## src/rtl/dcache_pkg.sv

```systemverilog
// Shared types and constants for the direct-mapped write-back data cache.
package dcache_pkg;
  localparam int OFFSET_W = 2;
  localparam int BLOCK_W  = 32;

  typedef enum logic [1:0] {
    IDLE      = 2'd0,
    WRITEBACK = 2'd1,
    FETCH     = 2'd2,
    UPDATE    = 2'd3
  } state_e;
endpackage

```

## src/rtl/dcache_ctrl_if.sv

```systemverilog
// CPU-side (cache is slave) and memory-side (cache is master) bus bundles.
interface dcache_cpu_if #(parameter int ADDR_W = 8);
  logic              READ;
  logic              WRITE;
  logic [ADDR_W-1:0] ADDRESS;
  logic [7:0]        WRITEDATA;
  logic [7:0]        READDATA;
  logic              BUSYWAIT;

  modport master (output READ, WRITE, ADDRESS, WRITEDATA, input READDATA, BUSYWAIT);
  modport slave  (input READ, WRITE, ADDRESS, WRITEDATA, output READDATA, BUSYWAIT);
endinterface

interface dcache_mem_if #(parameter int ADDR_W = 8);
  logic              MEM_READ;
  logic              MEM_WRITE;
  logic [ADDR_W-3:0] MEM_ADDRESS;
  logic [31:0]       MEM_WRITEDATA;
  logic [31:0]       MEM_READDATA;
  logic              MEM_BUSYWAIT;

  modport master (output MEM_READ, MEM_WRITE, MEM_ADDRESS, MEM_WRITEDATA,
                  input MEM_READDATA, MEM_BUSYWAIT);
  modport slave  (input MEM_READ, MEM_WRITE, MEM_ADDRESS, MEM_WRITEDATA,
                  output MEM_READDATA, MEM_BUSYWAIT);
endinterface

```

## src/rtl/dcache_array.sv

```systemverilog
// Line storage: valid/dirty with async reset, tag/data without; comb read, sync byte-write or line-fill.
module dcache_array
  import dcache_pkg::*;
#(
  parameter  int LINES   = 8,
  parameter  int TAG_W   = 3,
  localparam int INDEX_W = $clog2(LINES)
) (
  input  logic               CLK,
  input  logic               RESET,
  input  logic [INDEX_W-1:0] i_rd_idx,
  output logic               o_rd_valid,
  output logic               o_rd_dirty,
  output logic [TAG_W-1:0]   o_rd_tag,
  output logic [BLOCK_W-1:0] o_rd_data,
  input  logic [INDEX_W-1:0] i_wr_idx,
  input  logic               i_byte_we,
  input  logic [OFFSET_W-1:0] i_byte_off,
  input  logic [7:0]         i_byte_data,
  input  logic               i_fill_we,
  input  logic [TAG_W-1:0]   i_fill_tag,
  input  logic [BLOCK_W-1:0] i_fill_data
);
  logic [LINES-1:0]            r_valid;
  logic [LINES-1:0]            r_dirty;
  logic [LINES-1:0][TAG_W-1:0] r_tag;
  logic [LINES-1:0][3:0][7:0]  r_data;

  assign o_rd_valid = r_valid[i_rd_idx];
  assign o_rd_dirty = r_dirty[i_rd_idx];
  assign o_rd_tag   = r_tag[i_rd_idx];
  assign o_rd_data  = r_data[i_rd_idx];

  always_ff @(posedge CLK or negedge RESET) begin
    if (!RESET) begin
      r_valid <= '0;
      r_dirty <= '0;
    end else if (i_fill_we) begin
      r_valid[i_wr_idx] <= 1'b1;
      r_dirty[i_wr_idx] <= 1'b0;
    end else if (i_byte_we) begin
      r_dirty[i_wr_idx] <= 1'b1;
    end
  end

  always_ff @(posedge CLK) begin
    if (i_fill_we) begin
      r_tag[i_wr_idx]  <= i_fill_tag;
      r_data[i_wr_idx] <= i_fill_data;
    end else if (i_byte_we) begin
      r_data[i_wr_idx][i_byte_off] <= i_byte_data;
    end
  end
endmodule

```

## src/rtl/dcache_ctrl.sv

```systemverilog
// Direct-mapped write-back/write-allocate cache controller: hit path is combinational, misses run an FSM.
// Optional DCACHE_STATS_EN adds saturating HIT_COUNT / MISS_COUNT outputs.
module dcache_ctrl
  import dcache_pkg::*;
#(
  parameter int ADDR_W = 8,
  parameter int LINES  = 8
) (
  input  logic         CLK,
  input  logic         RESET,
  dcache_cpu_if.slave  cpu,
  dcache_mem_if.master mem
`ifdef DCACHE_STATS_EN
  ,
  output logic [15:0]  HIT_COUNT,
  output logic [15:0]  MISS_COUNT
`endif
);
  localparam int INDEX_W = $clog2(LINES);
  localparam int TAG_W   = ADDR_W - INDEX_W - OFFSET_W;

  state_e              r_state, w_next;
  logic                r_mem_read, r_mem_write;
  logic [ADDR_W-3:0]   r_mem_addr;
  logic [BLOCK_W-1:0]  r_mem_wdata, r_fill_data;
  logic [INDEX_W-1:0]  r_idx;
  logic [TAG_W-1:0]    r_req_tag;

  logic                w_req, w_hit, w_idle_hit, w_miss_start;
  logic                w_valid, w_dirty;
  logic [TAG_W-1:0]    w_line_tag, w_tag;
  logic [BLOCK_W-1:0]  w_line_data;
  logic [INDEX_W-1:0]  w_idx;
  logic [OFFSET_W-1:0] w_off;

  assign w_req        = cpu.READ | cpu.WRITE;
  assign w_off        = cpu.ADDRESS[OFFSET_W-1:0];
  assign w_idx        = cpu.ADDRESS[OFFSET_W +: INDEX_W];
  assign w_tag        = cpu.ADDRESS[ADDR_W-1 -: TAG_W];
  assign w_hit        = w_valid & (w_line_tag == w_tag);
  assign w_idle_hit   = (r_state == IDLE) & w_hit;
  assign w_miss_start = (r_state == IDLE) & w_req & ~w_hit;

  assign cpu.BUSYWAIT  = w_req & ~w_idle_hit;
  assign cpu.READDATA  = (cpu.READ & w_hit) ? w_line_data[8*w_off +: 8] : 8'h00;

  assign mem.MEM_READ      = r_mem_read;
  assign mem.MEM_WRITE     = r_mem_write;
  assign mem.MEM_ADDRESS   = r_mem_addr;
  assign mem.MEM_WRITEDATA = r_mem_wdata;

  // Fill targets the line latched at miss time, so a dropped request cannot redirect it.
  dcache_array #(.LINES(LINES), .TAG_W(TAG_W)) u_array (
    .CLK         (CLK),
    .RESET       (RESET),
    .i_rd_idx    (w_idx),
    .o_rd_valid  (w_valid),
    .o_rd_dirty  (w_dirty),
    .o_rd_tag    (w_line_tag),
    .o_rd_data   (w_line_data),
    .i_wr_idx    ((r_state == UPDATE) ? r_idx : w_idx),
    .i_byte_we   (cpu.WRITE & w_idle_hit),
    .i_byte_off  (w_off),
    .i_byte_data (cpu.WRITEDATA),
    .i_fill_we   (r_state == UPDATE),
    .i_fill_tag  (r_req_tag),
    .i_fill_data (r_fill_data)
  );

  always_comb begin
    w_next = r_state;
    case (r_state)
      IDLE:      if (w_miss_start) w_next = (w_valid & w_dirty) ? WRITEBACK : FETCH;
      WRITEBACK: if (!mem.MEM_BUSYWAIT) w_next = FETCH;
      FETCH:     if (!mem.MEM_BUSYWAIT) w_next = UPDATE;
      UPDATE:    w_next = IDLE;
      default:   w_next = IDLE;
    endcase
  end

  always_ff @(posedge CLK or negedge RESET) begin
    if (!RESET) begin
      r_state     <= IDLE;
      r_mem_read  <= 1'b0;
      r_mem_write <= 1'b0;
      r_mem_addr  <= '0;
      r_mem_wdata <= '0;
      r_fill_data <= '0;
      r_idx       <= '0;
      r_req_tag   <= '0;
    end else begin
      r_state <= w_next;
      case (r_state)
        IDLE: if (w_miss_start) begin
          r_idx     <= w_idx;
          r_req_tag <= w_tag;
          if (w_valid & w_dirty) begin
            r_mem_write <= 1'b1;
            r_mem_addr  <= {w_line_tag, w_idx};
            r_mem_wdata <= w_line_data;
          end else begin
            r_mem_read <= 1'b1;
            r_mem_addr <= {w_tag, w_idx};
          end
        end
        WRITEBACK: if (!mem.MEM_BUSYWAIT) begin
          r_mem_write <= 1'b0;
          r_mem_read  <= 1'b1;
          r_mem_addr  <= {r_req_tag, r_idx};
        end
        // Capture the block here so UPDATE does not depend on memory holding its read data.
        FETCH: if (!mem.MEM_BUSYWAIT) begin
          r_mem_read  <= 1'b0;
          r_fill_data <= mem.MEM_READDATA;
        end
        default: ;
      endcase
    end
  end

`ifdef DCACHE_STATS_EN
  logic        r_missed;
  logic [15:0] r_hit_cnt, r_miss_cnt;

  assign HIT_COUNT  = r_hit_cnt;
  assign MISS_COUNT = r_miss_cnt;

  // The hit cycle that finishes a missed access is not a hit.
  always_ff @(posedge CLK or negedge RESET) begin
    if (!RESET) begin
      r_missed   <= 1'b0;
      r_hit_cnt  <= '0;
      r_miss_cnt <= '0;
    end else if (w_miss_start) begin
      r_missed <= 1'b1;
      if (r_miss_cnt != 16'hFFFF) r_miss_cnt <= r_miss_cnt + 16'd1;
    end else if (r_state == IDLE) begin
      r_missed <= 1'b0;
      if (w_req & w_hit & ~r_missed & (r_hit_cnt != 16'hFFFF)) r_hit_cnt <= r_hit_cnt + 16'd1;
    end
  end
`endif
endmodule

```

## src/flat_wrapper.sv

```systemverilog
// flat-port wrapper written by rule: the top's interface ports become plain ports
module dcache_ctrl_flat import dcache_pkg::*;
#(
  parameter int ADDR_W = 8,
  parameter int LINES  = 8
)
  (CLK, RESET, cpu_READ, cpu_WRITE, cpu_ADDRESS, cpu_WRITEDATA, cpu_READDATA, cpu_BUSYWAIT, mem_MEM_READ, mem_MEM_WRITE, mem_MEM_ADDRESS, mem_MEM_WRITEDATA, mem_MEM_READDATA, mem_MEM_BUSYWAIT);
  dcache_cpu_if #(.ADDR_W(ADDR_W)) cpu_i ();
  dcache_mem_if #(.ADDR_W(ADDR_W)) mem_i ();
  input  logic CLK;
  input  logic RESET;
  input wire logic [$bits(cpu_i.READ)-1:0] cpu_READ;
  input wire logic [$bits(cpu_i.WRITE)-1:0] cpu_WRITE;
  input wire logic [$bits(cpu_i.ADDRESS)-1:0] cpu_ADDRESS;
  input wire logic [$bits(cpu_i.WRITEDATA)-1:0] cpu_WRITEDATA;
  output wire logic [$bits(cpu_i.READDATA)-1:0] cpu_READDATA;
  output wire logic [$bits(cpu_i.BUSYWAIT)-1:0] cpu_BUSYWAIT;
  output wire logic [$bits(mem_i.MEM_READ)-1:0] mem_MEM_READ;
  output wire logic [$bits(mem_i.MEM_WRITE)-1:0] mem_MEM_WRITE;
  output wire logic [$bits(mem_i.MEM_ADDRESS)-1:0] mem_MEM_ADDRESS;
  output wire logic [$bits(mem_i.MEM_WRITEDATA)-1:0] mem_MEM_WRITEDATA;
  input wire logic [$bits(mem_i.MEM_READDATA)-1:0] mem_MEM_READDATA;
  input wire logic [$bits(mem_i.MEM_BUSYWAIT)-1:0] mem_MEM_BUSYWAIT;
  assign cpu_i.READ = cpu_READ;
  assign cpu_i.WRITE = cpu_WRITE;
  assign cpu_i.ADDRESS = cpu_ADDRESS;
  assign cpu_i.WRITEDATA = cpu_WRITEDATA;
  assign cpu_READDATA = cpu_i.READDATA;
  assign cpu_BUSYWAIT = cpu_i.BUSYWAIT;
  assign mem_MEM_READ = mem_i.MEM_READ;
  assign mem_MEM_WRITE = mem_i.MEM_WRITE;
  assign mem_MEM_ADDRESS = mem_i.MEM_ADDRESS;
  assign mem_MEM_WRITEDATA = mem_i.MEM_WRITEDATA;
  assign mem_i.MEM_READDATA = mem_MEM_READDATA;
  assign mem_i.MEM_BUSYWAIT = mem_MEM_BUSYWAIT;
  dcache_ctrl #(.ADDR_W(ADDR_W), .LINES(LINES)) u_core (.CLK(CLK), .RESET(RESET), .cpu(cpu_i), .mem(mem_i));
endmodule
```

## config.mk

```make
export PLATFORM = sky130hd
export DESIGN_NAME = dcache_ctrl_flat
export DESIGN_NICKNAME = d
export VERILOG_FILES = /design/src/rtl/dcache_pkg.sv /design/src/rtl/dcache_ctrl_if.sv /design/src/rtl/dcache_array.sv /design/src/rtl/dcache_ctrl.sv /design/src/flat_wrapper.sv
export SDC_FILE = /design/constraint.sdc
export NUM_CORES = 1
export LEC_CHECK = 0
export CAP_MARGIN = 20
export CORE_ASPECT_RATIO = 1.1
export CORE_UTILIZATION = 45
export DETAILED_ROUTE_END_ITERATION = 6
export HOLD_SLACK_MARGIN = 0.02
export REMOVE_ABC_BUFFERS = 1
export SYNTH_ARGS = -nofsm -noshare
export SYNTH_HDL_FRONTEND = slang
export SYNTH_SLANG_ARGS = --single-unit
```

## constraint.sdc

```tcl
create_clock -name CLK -period 6.6 [get_ports CLK]
set_clock_uncertainty 0.1 [all_clocks]
set_input_delay 1.32 -clock CLK [delete_from_list [all_inputs] [get_ports CLK]]
set_output_delay 1.32 -clock CLK [all_outputs]
set_load 0.01 [all_outputs]
```

==> qor_table.md <==
| Step | Quantity | This run |
| --- | --- | --- |
| run status | Status | complete, but fails checks |
| run status | Violations in the final reports | DRC |
| pwr | Part of the power in the clock network | 30.4% |
| placed design | Worst-case setup slack after placement | 0.6046 ns |
| grt | Fraction of met3 tracks used by global routing | 4.829% |
| worst setup path | Max Fanout on Critical Path | 10 |
| grt | Number of global-route vias before repair | 12,252 |
| pwr | Highest ir drop seen on vdd | 0.0002540 V |
| sta | Fraction of the cycle the final worst path needs | 91.06% |
| die | Number of core rows | 77 |
| finish | Top library cells by usage in the layout, fill and taps aside | edfxtp_1, nand2_1, o21ai_0 |
| die | Die boundary height | 213.7 um |
| worst setup path | Critical path origin | cpu_ADDRESS[4] |
| clocking | Hold-fix buffer count after cts | 0 |
| worst setup path | Critical path capture point | cpu_READDATA[0] |
| die | Boundary pin count | 102 |
| clocking | Resized Gates After CTS | 0 |
| clocking | Worst-case clock buffer depth | 3 |
| grt | All-Layer GR Usage | 27.42% |
| die | Total core area | 40,170 um2 |
| die | Die outline area | 41,550 um2 |
| hold path | Hold Path Stages | 1 |
| worst setup path | Cell with the biggest individual delay on the critical path | clkdlybuf4s50_1 |
| worst setup path | Worst Setup End Kind | output port |
| sta | Shortest period the worst path allows | 6.010 ns |
| detailed routing | Number of vias per cell | 6.261 |
| worst setup path | R2r startpoint | u_core.r_state[0]$_DFFE_PN0P_ |
| yosys | Number of synthesized register bits | 376 |
| pwr | Static Leakage | 7.543 nW |
| worst setup path | Start-to-end type of the worst setup path | in2out |
| clocking | Clock latency reported for the late side of the worst-skew pair | 0.56 ns |
| detailed routing | Via Count | 12,429 |
| sta | Top achievable clock speed | 0.1664 GHz |
| worst setup path | CP dominant cell by count | clkdlybuf4s50_1 |
| placed design | Buffers on Ports | 101 |
| pwr | Cell Pwr Density | 358.2 nW/um2 |
| detailed routing | Count of routing violations after the opening detailed-route iteration | 1,646 |
| pwr | Design internal power | 0.005107 W |
| yosys | Dominant register cell in the synthesized netlist | edfxtp_1 |
| sta | Actual slew at the worst max-slew pin | 1.125 ns |
| yosys | Post-synthesis async set-or-reset flop share | 25.53% |
| finish | Area grow syn2layout | 15.32% |
| sta | Worst setup slack after layout | 0.5899 ns |
| yosys | Post-synthesis cell type count | 64 |
| flow run | Maximum Capacitance Violations | 0 |
| die | Effective utilization at floorplan | 45.63% |
| grt | Maximum number of pins on one net before global-route repair | 65 |
| sta | Number of slew-limit violations in the final report | 0 |
| pwr | Net switching power figure | 0.002465 W |
| clocking | Clock Pin Slew Worst Setup and Hold Paths | 0.06 ns |
| worst setup path | Crit path largest cell delay | 0.77 ns |
| sta | Setup TNS Final | 0 ns |
| detailed routing | Wirelength, routed | 56.57 mm |
| grt | Met2 Track Usage GR | 43.93% |
| worst setup path | Data arrival time of the worst path | 4.59 ns |
| finish | Total Nets Final | 1,494 |
| worst setup path | Flop-to-flop setup slack | 2.88 ns |
| yosys | Synthesis warning total | 0 |
| placed design | Post-placement cell area | 19,790 um2 |
| yosys | Number of synthesized flops with an enable pin | 280 |
| worst setup path | Length in cells of the worst reg-to-reg path | 7 |
| finish | Filler Cells Inserted | 3,346 |
| grt | First-pass GRT wire length | 82.03 mm |
| placed design | GP Congestion | 0.8527 |
| placed design | Final HPWL DP | 36.00 mm |
| finish | Multi-input gate area in the final layout | 6848 um2 |
| worst setup path | Required time of the critical path | 5.18 ns |
| detailed routing | First-pass DRT Iterations | 7 |
| clocking | TritonCTS buffer count | 42 |
| die | Chip Width | 194.4 um |
| finish | Cell area after layout | 21,140 um2 |
| pwr | Net switching share of the total power | 32.55% |
| pwr | Sequential group share of total power | 45.3% |
| grt | Overflow left after global routing | 0 |
| yosys | Syn Inst Count | 1,375 |
| detailed routing | Routed length per instance | 28.50 um |
| sta | Unrepaired setup endpoints after global routing | no |
| yosys | Synthesized cell area | 18,330 um2 |
| clocking | Buffer count from post-CTS setup fixing | 0 |
| grt | Number of antenna violations at the first check in global routing | 2 |
| finish | Footprint of the flip-flops and latches | 10,810 um2 |
| worst setup path | Crit-path cells | clkdlybuf4s50_1 -> mux4_1 -> mux2_4 -> and3_4 -> and3_2 -> nand2_1 -> nor2_1 -> clkdlybuf4s50_1 |
| worst setup path | Sort of element at the start of the critical path | input port |
| finish | Most common library cell in the layout ignoring fill and taps | edfxtp_1 |
| worst setup path | Worst r2r dst | u_core.u_array.r_data[117]$_DFFE_PP_ |
| sta | Setup Viol. Count Final | 0 |
| pwr | Share of power burned in combinational logic | 24.3% |
| sta | Headroom to the max-slew limit | 24.66% |
| clocking | Clock tree from TritonCTS | done |
| detailed routing | Remaining antenna violation count | 0 |
| clocking | Number of levels in the clock H-tree | 2 |
| hold path | Worst min-delay path class | reg2reg |
| finish | Share of post-route cells with drive strength above 1 | 19.59% |
| yosys | Share of the yosys chip area belonging to registers | 58.97% |
| grt | Met1 track utilization from global routing | 37.45% |
| yosys | Synthesized area per cell | 13.33 um2 |
| clocking | Clk sink count | 376 |
| detailed routing | Post-route DRC | 4 |
| sta | Number of hold violations in the final report | 0 |
| grt | Most Crowded Layer GR | met2 |
| clocking | Clock tree root driver cell | clkbuf_16 |
-- worst min-delay path by stage --
stage                                                      from                                    end  slack (ns)
after global routing      u_core.u_array.r_valid[3]$_DFFE_PN0P_  u_core.u_array.r_valid[3]$_DFFE_PN0P_        0.39
after global placement    u_core.u_array.r_valid[6]$_DFFE_PN0P_  u_core.u_array.r_valid[6]$_DFFE_PN0P_        0.34
after floorplan           u_core.u_array.r_valid[4]$_DFFE_PN0P_  u_core.u_array.r_valid[4]$_DFFE_PN0P_        0.33
final                     u_core.u_array.r_valid[3]$_DFFE_PN0P_  u_core.u_array.r_valid[3]$_DFFE_PN0P_        0.37
after detailed placement  u_core.u_array.r_valid[3]$_DFFE_PN0P_  u_core.u_array.r_valid[3]$_DFFE_PN0P_        0.36
after CTS                 u_core.u_array.r_valid[3]$_DFFE_PN0P_  u_core.u_array.r_valid[3]$_DFFE_PN0P_        0.37
-- routing by layer --
| metal | up-vias | wire (um) | part of all wire (%) |
|---|---|---|---|
| li1 | 5351 | - | - |
| met1 | 6279 | 22940 | 41 |
| met2 | 673 | 26490 | 47 |
| met3 | 126 | 5065 | 9.0 |
| met4 | 0 | 2072 | 3.7 |
| met5 | - | 0 | 0 |
-- cell families after synthesis --
group	share of synthesized area, %
compound gates	13.59
buf+inv	3.918
fa+ha+maj	0.2730
simple gates	7.979
flops	58.97
mux	15.09
xor+xnor	0.1775
-- stage by stage --
stage	cells	hold slack, ns	power [W]	util, %
final	1985	0.3744	0.007572	52.62
after global placement	1905	0.3448	0.005255	49.25
after global routing	1985	0.3942	0.007847	52.62
after floorplan	1246	0.3250	0.004310	-
after detailed placement	1905	0.3585	0.005284	49.25
after CTS	1982	0.3733	0.007567	52.58
-- critical path: cells and delay by family --
family / cells / cell delay, ns
buf+inv: 2 / 1.29
mux: 2 / 0.92
simple gates: 4 / 1.04
-- Yosys cell counts (3+ instances only) --
master    count  area, um2
edfxtp_1    280       8408
nand2_1     181      679.4
o21ai_0     144      720.7
a22o_1      128       1121
dfrtp_1      96       2402
clkbuf_1     85      319.1
nor2_1       55      206.5
mux4_2       47       1059
mux2_2       44      495.5
mux2i_1      33      330.3
mux4_1       31      814.5
nor2_2       29      181.4
a21oi_2      28      245.2
nand2b_1     21      131.4
a21oi_1      18      90.09
inv_1        18      67.56
buf_1        15      56.30
buf_2        15      75.07
nor2b_1      10      62.56
buf_6         8      90.09
clkinv_1      6      22.52
or2_2         6      37.54
nor3_1        5      25.02
a222oi_1      4      40.04
a31oi_1       4      25.02
ha_1          4      50.05
a21o_1        3      22.52
buf_8         3      45.04
mux2_4        3      45.04
o21a_1        3      22.52
o22ai_1       3      18.77
o31ai_1       3      22.52
-- power groups by stage --
stage	clock, W	sequential, W	combinational [W]
2_1_floorplan	0	0.00334	0.000971
3_3_place_gp	0	0.00345	0.00181
3_5_place_dp	0	0.00346	0.00182
4_1_cts	0.00232	0.00342	0.00183
5_1_grt	0.00241	0.00348	0.00196
6_report	0.00230	0.00343	0.00184
-- final cells by class --
class	instances	share of cell area, %
Antenna cell	2	0.02368
Clock inverter	12	0.4972
Inverter	26	0.4617
Timing Repair Buffer	147	6.623
Multi-Input combinational cell	844	32.39
Clock buffer	65	5.824
Sequential cell	376	51.14
Tap cell	513	3.036
-- state kept, by name, indices dropped and copies added (netlist names), named ones only --
register	count
u_core.u_array.r_valid	8
u_core.r_req_tag	3
u_core.mem.MEM_ADDRESS	6
u_core.mem.MEM_WRITEDATA	32
u_core.r_idx	3
u_core.r_state	2
u_core.mem.MEM_WRITE	1
u_core.u_array.r_tag	24
u_core.mem.MEM_READ	1
u_core.r_fill_data	32
u_core.u_array.r_data	256
(Power assumes the default switching activity.)
